[src/rtl/hsv_rgb_pwm.sv]
// HSV to 8-bit RGB converter (multi-cycle FSM, shared restoring divider) driving three PWM LED outputs.
// Define HSV_PWM_INVERT_EN for active-low (common-anode) LED outputs.
module hsv_rgb_pwm #(
  parameter int PWM_BITS = 8,
  parameter int PWM_DIV  = 16
) (
  input  logic       clk,
  input  logic       reset,
  input  logic [8:0] Hue,
  input  logic [8:0] Saturation,
  input  logic [8:0] Value,
  output logic [7:0] r,
  output logic [7:0] g,
  output logic [7:0] b,
  output logic       busy,
  output logic       led_r,
  output logic       led_g,
  output logic       led_b
);

  typedef enum logic [2:0] {IDLE, SAMPLE, CALC, DIVX, DIVR, DIVG, DIVB, LOAD} state_t;

  state_t      state;
  logic        valid;
  logic [8:0]  h_reg, last_h;
  logic [6:0]  s_reg, v_reg, last_s, last_v;
  logic [13:0] c_reg, m_reg, comp_g_reg, comp_b_reg;
  logic [2:0]  sector_reg;
  logic [21:0] dvd_reg;
  logic [13:0] rem_reg, divisor_reg;
  logic [4:0]  iter;
  logic [7:0]  r_q, g_q, b_q;

  // Clamp inputs to their legal ranges before comparing or sampling
  logic [8:0] h_clamp;
  logic [6:0] s_clamp, v_clamp;
  assign h_clamp = (Hue > 9'd359) ? 9'd359 : Hue;
  assign s_clamp = (Saturation > 9'd100) ? 7'd100 : Saturation[6:0];
  assign v_clamp = (Value > 9'd100) ? 7'd100 : Value[6:0];

  logic [13:0] c_calc, m_calc;
  logic [2:0]  sector_calc;
  logic [8:0]  base_calc;
  logic [5:0]  f_calc, k_calc;
  logic [21:0] dvd_x;

  assign c_calc = 14'(v_reg) * 14'(s_reg);
  assign m_calc = 14'(v_reg) * 14'd100 - c_calc;

  always_comb begin
    sector_calc = 3'd5;
    base_calc   = 9'd300;
    if (h_reg < 9'd60)       begin sector_calc = 3'd0; base_calc = 9'd0;   end
    else if (h_reg < 9'd120) begin sector_calc = 3'd1; base_calc = 9'd60;  end
    else if (h_reg < 9'd180) begin sector_calc = 3'd2; base_calc = 9'd120; end
    else if (h_reg < 9'd240) begin sector_calc = 3'd3; base_calc = 9'd180; end
    else if (h_reg < 9'd300) begin sector_calc = 3'd4; base_calc = 9'd240; end
  end

  assign f_calc = 6'(h_reg - base_calc);
  assign k_calc = sector_calc[0] ? (6'd60 - f_calc) : f_calc;
  assign dvd_x  = 22'(c_calc) * 22'(k_calc);

  // One restoring step: quotient bits shift into the dividend register from the right
  logic [14:0] trial, diff;
  logic        ge;
  logic [13:0] rem_next;
  logic [21:0] dvd_next;
  logic        last_iter;
  assign trial     = {rem_reg, dvd_reg[21]};
  assign diff      = trial - {1'b0, divisor_reg};
  assign ge        = ~diff[14];
  assign rem_next  = ge ? diff[13:0] : trial[13:0];
  assign dvd_next  = {dvd_reg[20:0], ge};
  assign last_iter = (iter == 5'd21);

  logic [13:0] x_q, map_r, map_g, map_b, comp_r, comp_g, comp_b;
  assign x_q = dvd_next[13:0];

  always_comb begin
    map_r = '0;
    map_g = '0;
    map_b = '0;
    case (sector_reg)
      3'd0:    begin map_r = c_reg; map_g = x_q;   end
      3'd1:    begin map_r = x_q;   map_g = c_reg; end
      3'd2:    begin map_g = c_reg; map_b = x_q;   end
      3'd3:    begin map_g = x_q;   map_b = c_reg; end
      3'd4:    begin map_r = x_q;   map_b = c_reg; end
      default: begin map_r = c_reg; map_b = x_q;   end
    endcase
  end

  assign comp_r = map_r + m_reg;
  assign comp_g = map_g + m_reg;
  assign comp_b = map_b + m_reg;

  function automatic logic [21:0] scale(input logic [13:0] comp);
    return 22'(comp) * 22'd255 + 22'd5000;
  endfunction

  always_ff @(posedge clk or posedge reset) begin
    if (reset) begin
      state       <= IDLE;
      valid       <= 1'b0;
      busy        <= 1'b0;
      h_reg       <= '0;
      s_reg       <= '0;
      v_reg       <= '0;
      last_h      <= '0;
      last_s      <= '0;
      last_v      <= '0;
      c_reg       <= '0;
      m_reg       <= '0;
      comp_g_reg  <= '0;
      comp_b_reg  <= '0;
      sector_reg  <= '0;
      dvd_reg     <= '0;
      rem_reg     <= '0;
      divisor_reg <= '0;
      iter        <= '0;
      r_q         <= '0;
      g_q         <= '0;
      b_q         <= '0;
      r           <= '0;
      g           <= '0;
      b           <= '0;
    end else begin
      case (state)
        IDLE: begin
          if (!valid || h_clamp != last_h || s_clamp != last_s || v_clamp != last_v) begin
            state <= SAMPLE;
            busy  <= 1'b1;
          end
        end
        SAMPLE: begin
          h_reg <= h_clamp;
          s_reg <= s_clamp;
          v_reg <= v_clamp;
          state <= CALC;
        end
        CALC: begin
          c_reg       <= c_calc;
          m_reg       <= m_calc;
          sector_reg  <= sector_calc;
          dvd_reg     <= dvd_x;
          rem_reg     <= '0;
          divisor_reg <= 14'd60;
          iter        <= '0;
          state       <= DIVX;
        end
        DIVX, DIVR, DIVG, DIVB: begin
          dvd_reg <= dvd_next;
          rem_reg <= rem_next;
          iter    <= iter + 5'd1;
          // Final step: capture the quotient and preload the next division
          if (last_iter) begin
            rem_reg <= '0;
            iter    <= '0;
            case (state)
              DIVX: begin
                comp_g_reg  <= comp_g;
                comp_b_reg  <= comp_b;
                dvd_reg     <= scale(comp_r);
                divisor_reg <= 14'd10000;
                state       <= DIVR;
              end
              DIVR: begin
                r_q     <= dvd_next[7:0];
                dvd_reg <= scale(comp_g_reg);
                state   <= DIVG;
              end
              DIVG: begin
                g_q     <= dvd_next[7:0];
                dvd_reg <= scale(comp_b_reg);
                state   <= DIVB;
              end
              default: begin
                b_q   <= dvd_next[7:0];
                state <= LOAD;
              end
            endcase
          end
        end
        default: begin
          r      <= r_q;
          g      <= g_q;
          b      <= b_q;
          last_h <= h_reg;
          last_s <= s_reg;
          last_v <= v_reg;
          valid  <= 1'b1;
          busy   <= 1'b0;
          state  <= IDLE;
        end
      endcase
    end
  end

  // PWM: prescaled free-running counter, duties resampled only at the 255->0 wrap
  localparam int PW = (PWM_DIV > 1) ? $clog2(PWM_DIV) : 1;

`ifdef HSV_PWM_INVERT_EN
  localparam logic LED_OFF = 1'b1;
`else
  localparam logic LED_OFF = 1'b0;
`endif

  logic [PW-1:0]       presc;
  logic [PWM_BITS-1:0] cnt;
  logic                tick, wrap;
  assign tick = (presc == PW'(PWM_DIV - 1));
  assign wrap = tick && (&cnt);

  always_ff @(posedge clk or posedge reset) begin
    if (reset) begin
      presc <= '0;
      cnt   <= '0;
    end else begin
      presc <= tick ? '0 : presc + 1'b1;
      if (tick) cnt <= cnt + 1'b1;
    end
  end

  logic [7:0] rgb_arr [3];
  logic       led_arr [3];
  assign rgb_arr[0] = r;
  assign rgb_arr[1] = g;
  assign rgb_arr[2] = b;

  genvar gi;
  generate
    for (gi = 0; gi < 3; gi++) begin : g_chan
      logic [PWM_BITS-1:0] duty;
      always_ff @(posedge clk or posedge reset) begin
        if (reset) begin
          duty        <= '0;
          led_arr[gi] <= LED_OFF;
        end else begin
          if (wrap) duty <= PWM_BITS'(rgb_arr[gi]);
          led_arr[gi] <= (cnt < duty) ^ LED_OFF;
        end
      end
    end
  endgenerate

  assign led_r = led_arr[0];
  assign led_g = led_arr[1];
  assign led_b = led_arr[2];

endmodule

[config.mk]
export PLATFORM = sky130hd
export DESIGN_NAME = hsv_rgb_pwm
export DESIGN_NICKNAME = d
export VERILOG_FILES = /design/src/rtl/hsv_rgb_pwm.sv
export SDC_FILE = /design/constraint.sdc
export NUM_CORES = 2
export LEC_CHECK = 0
export ABC_AREA = 1
export BUFFER_PORTS_ARGS = -buffer_cell sky130_fd_sc_hd__buf_4
export CORE_UTILIZATION = 50
export DETAILED_ROUTE_END_ITERATION = 7
export MAX_ROUTING_LAYER = met4
export PLACE_DENSITY = 0.68
export SLEW_MARGIN = 20
export SYNTH_ARGS = -nofsm -noshare
export SYNTH_HDL_FRONTEND = slang
export SYNTH_SLANG_ARGS = --single-unit
[constraint.sdc]
create_clock -name clk -period 9.65 [get_ports clk]
set_clock_uncertainty 0.05 [all_clocks]
set_input_delay 2.4125 -clock clk [delete_from_list [all_inputs] [get_ports clk]]
set_output_delay 2.4125 -clock clk [all_outputs]
set_load 0.05 [all_outputs]
# After elaboration in Yosys (flattened, before gate mapping)
# Cells that the tools add are included.
# totals
ff_bits,252
input_bits,29
# op_classes
addsub,13
multipliers,6
magnitude_cmp,11
eq_ne,18
n_mux,35
bitwise_logic,3
n_reduce_logical,26
# ops
op,count
one-hot mux 14 bit (2 select lines),5
"adder 22 x 13 -> 22 bit, second input constant",3
"multiplier 14 x 8 -> 22 bit, second input constant",3
one-hot mux 22 bit (3 select lines),1
2-to-1 mux 14 bit,4
one-hot mux 22 bit (2 select lines),1
adder 14 bit,3
2-to-1 mux 6 bit,5
less-than comparator 8 bit,3
2-to-1 mux 22 bit,1
multiplier 14 x 6 -> 20 bit,1
"> comparator 9 x 7 -> 1 bit, second input constant",2
"less-than comparator 9 x 8 -> 1 bit, second input constant",2
2-to-1 mux 3 bit,6
AND reduction 3 bit,5
subtractor 15 x 14 -> 15 bit,1
multiplier 7 x 7 -> 14 bit,1
2-to-1 mux 7 bit,2
!= test 7 bit,2
subtractor 14 bit,1
"== test 3 x 2 -> 1 bit, second input constant",4
"== test 3 bit, second input constant",4
"multiplier 7 x 5 -> 12 bit, second input constant",1
one-hot mux 3 bit (4 select lines),1
34 further kinds,50

# Longest topological paths before layout
# logic_depth
ltp_word,11
depth_mapped,42
depth_no_buf,41

# Least setup slack after synthesis
# No wires, ideal clock.
# synth_timing
path_kind,reg2reg
from,reg divisor_reg[5]
to,reg dvd_reg[12]
setup_time_ns,0.124
t_arrival_ns,7.194
t_required_ns,9.476
path_slack_ns,2.282
path_stages_with_launch,36
path_buffers,1
cell_sequence,dfrtp_1 ha_1 fa_1 nand3b_1 nand2_1 nand3_1 nand4_1 xor2_1 buf_2 o22ai_1 ha_1 fa_1 a21oi_1 o21ai_1 a21oi_1 o21ai_0 xor2_1 inv_1 ha_1 or2_2 nand2_1 inv_1 fa_1 fa_1 inv_1 fa_1 inv_1 ha_1 nand2_1 o21ai_0 a21o_1 or2_2 nand3_1 nand3_1 nand2_1 a21oi_1
# synth_via
elab_chain_cells,9
# synth_rtl
item,line,source
start: declaration,30,"logic [13:0] rem_reg, divisor_reg;"
start signal: assignment,120,divisor_reg <= '0;
start signal: assignment,148,divisor_reg <= 14'd60;
start signal: assignment,165,divisor_reg <= 14'd10000;
subtractor 15 x 14 -> 15 bit,71,"assign diff = trial - {1'b0, divisor_reg};"
NOT 1 bit,72,assign ge = ~diff[14];
one-hot mux 14 bit (2 select lines),84,case (sector_reg)
adder 14 bit,94,assign comp_r = map_r + m_reg;
multiplier 14 x 8 -> 22 bit,99,return 22'(comp) * 22'd255 + 22'd5000;
adder 22 x 13 -> 22 bit,99,
one-hot mux 22 bit (3 select lines),160,case (state)
2-to-1 mux 22 bit,157,if (last_iter) begin
one-hot mux 22 bit (2 select lines),129,case (state)
end signal: assignment,153,dvd_reg <= dvd_next;
end signal: assignment,164,dvd_reg <= scale(comp_r);
end signal: assignment,170,dvd_reg <= scale(comp_g_reg);
end: declaration,29,logic [21:0] dvd_reg;
# No other way between the ends.
# A chain may end at the register's enable or synchronous reset.

# Final worst setup path
# layout_timing
from,reg rem_reg[1]
to,reg dvd_reg[18]
# layout_via
elab_chain_cells,9
# layout_rtl
item,line,source
start: declaration,30,
start signal: assignment,154,rem_reg <= rem_next;
subtractor 15 x 14 -> 15 bit,71,
NOT 1 bit,72,
one-hot mux 14 bit (2 select lines),84,
adder 14 bit,94,
multiplier 14 x 8 -> 22 bit,99,
adder 22 x 13 -> 22 bit,99,
one-hot mux 22 bit (3 select lines),160,
2-to-1 mux 22 bit,157,
one-hot mux 22 bit (2 select lines),129,
# No other way between the ends.

==> impl_metrics.env <==
export IMPL_status="complete, no violations"
export IMPL_fin_area_mm2=0.0302
export IMPL_io_pins=57
export IMPL_place_inst=4408
export IMPL_tightest_slew_ns=1.07
export IMPL_grt_max_degree=153
export IMPL_yosysTopAreaCell="dfrtp_1"
export IMPL_synth_area_leaders="dfrtp_1 (21%), fa_1 (18%), ha_1 (15%)"
export IMPL_antenna_found_initial=0
export IMPL_htreeDepth=1
export IMPL_synth_seq_area_share_pct=21.3
export IMPL_r2r_slack_ns=1.43
export IMPL_hold_viol=0
export IMPL_clockBufferDepth=3
export IMPL_nNetsFinal=4309
export IMPL_maxSlewViolCount=0
export IMPL_arrival_ns=8.64
export IMPL_dr_pass1_iters=6
export IMPL_cpLargestDelayFamily="adder cells"
export IMPL_area_delta_synth_final_pct=7.44
export IMPL_rsz0062_at_grt="false"
export IMPL_fin_cells=4462
export IMPL_grt_pass1_vias=22900
export IMPL_avgSynthCellArea_um2=7.66
export IMPL_final_common_cell="nand2_1"
export IMPL_clk_pin_slew_ns=0.07
export IMPL_via_count=23700
export IMPL_final_cell_mix="nand2_1 (853), inv_1 (716), ha_1 (337), o21ai_0 (257), fa_1 (252)"
export IMPL_synth_edff_count=0
export IMPL_dieHeight_um=239
export IMPL_fin_setup_tns_ns=0
export IMPL_dp_slack_ns=1.46
export IMPL_synth_ff_type="dfrtp_1"
export IMPL_min_to="valid"
export IMPL_diodes=0
export IMPL_cts_setup_buffers=0
export IMPL_wl_per_cell_um=16.2
export IMPL_path_buf_inv=6
export IMPL_synthArstFlopShare_pct=100
export IMPL_core_area_mm2=0.0553
export IMPL_yosysWarningCount=0
export IMPL_grt_pass1_wl_um=118000
export IMPL_critPathRequiredTime_ns=10.07
export IMPL_setup_slack_ns=1.43
export IMPL_worstPathMaxFanout=13
export IMPL_min_from="valid"
export IMPL_r2r_start="rem_reg[1]"
export IMPL_cts_tree="done"
export IMPL_synth_top_area_share_pct=21.3
export IMPL_cts_made_buffers=29
export IMPL_place_area_mm2=0.0292
export IMPL_largest_reg_flops=24
export IMPL_row_count=86
export IMPL_crit_path_top_delay_cell="fa_1"
export IMPL_ant_nets=0
export IMPL_die_area_mm2=0.0572
export IMPL_startpoint_type="register"
export IMPL_portBuffers=56
export IMPL_hold_path_class="reg -> reg"
export IMPL_viasPerCell=5.32
export IMPL_grt_usage_pct=26.6
export IMPL_synth_area_mm2=0.0281
export IMPL_timing_fmax_mhz=122
export IMPL_dpl_hpwl_um=58800
export IMPL_cts_repair_resized=0
export IMPL_syn_inst=3676
export IMPL_cts_sinks=240
export IMPL_root_buffer="clkbuf_16"
export IMPL_synth_nets=4294
export IMPL_whs_path_depth=1
export IMPL_die_w_um=239
export IMPL_drt_total_wl_um=72400
export IMPL_slew_headroom_pct=28.5
export IMPL_min_period_ns=8.22
export IMPL_initial_core_util_pct=50.9
export IMPL_insertion_delay_ns=0.59
export IMPL_rr_worst_depth=40
export IMPL_critPathMaxStageDelay_ns=0.52
export IMPL_endpoint_kind="register"
export IMPL_period_share_pct=85.2
export IMPL_crit_type="reg -> reg"
export IMPL_ys_types=54
export IMPL_maxCapViolations=0
export IMPL_drtIter0Drc=1839
export IMPL_cp_common_cell="nand2_1"
export IMPL_r2r_end="dvd_reg[18]"
export IMPL_critical_path_depth=40
export IMPL_hold_buffers=0
export IMPL_overflow=0
export IMPL_synth_seq_cells=240
export IMPL_drc_errors=0
export IMPL_place_congestion=0.952
export IMPL_drive_above_1_share_pct=4.95
export IMPL_finalSetupViolations=0
-- per-stage QoR --
| stage | utilization, % | hold WS, ns |
|---|---|---|
| after floorplan | - | 0.376 |
| after global placement | 52.8 | 0.394 |
| after detailed placement | 52.8 | 0.413 |
| after CTS | 54.7 | 0.425 |
| after global routing | 54.7 | 0.445 |
| final | 54.7 | 0.426 |
-- metal layers --
| metal | vias up | GRT usage (%) | wire, µm |
|---|---|---|---|
| met4 | 0 | 6.43 | 1700 |
| met3 | 115 | 3.57 | 4070 |
| met2 | 578 | 41.7 | 33400 |
| li1 | 11700 | - | - |
| met5 | - | - | 0 |
| met1 | 11300 | 36.4 | 33200 |
-- how the worst max path moves through the flow --
stage	startpoint	endpoint	slack, ns
floorplan	reset	b[0]	0.60
finish	rem_reg[1]	dvd_reg[18]	1.43
detailed placement	divisor_reg[5]	dvd_reg[18]	1.46
global route	rem_reg[1]	dvd_reg[18]	0.84
CTS	divisor_reg[5]	dvd_reg[18]	1.44
global placement	divisor_reg[5]	dvd_reg[18]	1.53
-- cell type report --
type | count | area, µm²
fill | 5342 | 25100
multi-input combinational | 2623 | 19000
clock buffer | 37 | 806
sequential | 240 | 6010
timing repair buffer | 67 | 515
inverter | 730 | 2750
tap | 748 | 936
clock inverter | 17 | 224
-- cells by family after synthesis --
family,count (synthesis),share of synthesized area (%)
AND/OR/NAND/NOR,1370,20.6
buffers and inverters,813,11.2
adder cells (fa/ha/maj),589,32.9
AO/OA/AOI/OAI,577,11.2
flip-flops,240,21.3
XOR/XNOR,87,2.76
-- worst register-to-register path, delay by kind of cell (launching register included) --
kind | cells | cell delay (ns)
simple gates | 18 | 2.17
compound gates | 5 | 0.66
flops | 1 | 0.35
xor+xnor | 2 | 0.67
fa+ha+maj | 9 | 3.51
buf+inv | 6 | 0.68
-- cells in the mapped netlist (3+ instances only) --
library cell and count:
or2_2 32, nand3_2 4, nor3_1 19, and2_1 3
buf_4 7, buf_6 6, xor2_1 61, a31oi_1 15
o21bai_1 8, inv_2 9, inv_1 717, nand3b_1 18
o2111ai_1 4, o22ai_1 52, ha_1 337, dfrtp_1 240
a21oi_1 175, clkbuf_1 48, a21o_1 5, nand4_1 49
buf_2 21, and3_1 6, nand3_1 187, a21boi_0 5
o21ai_0 257, o211ai_1 16, fa_1 252, nand2_4 3
nor2_1 187, a211oi_1 4, xnor2_1 24, nand2_1 853
o21ai_1 19
Power is left out: the tool's default activity adds up to more than one toggle a clock period on the data nets, which glitch-free logic cannot reach.
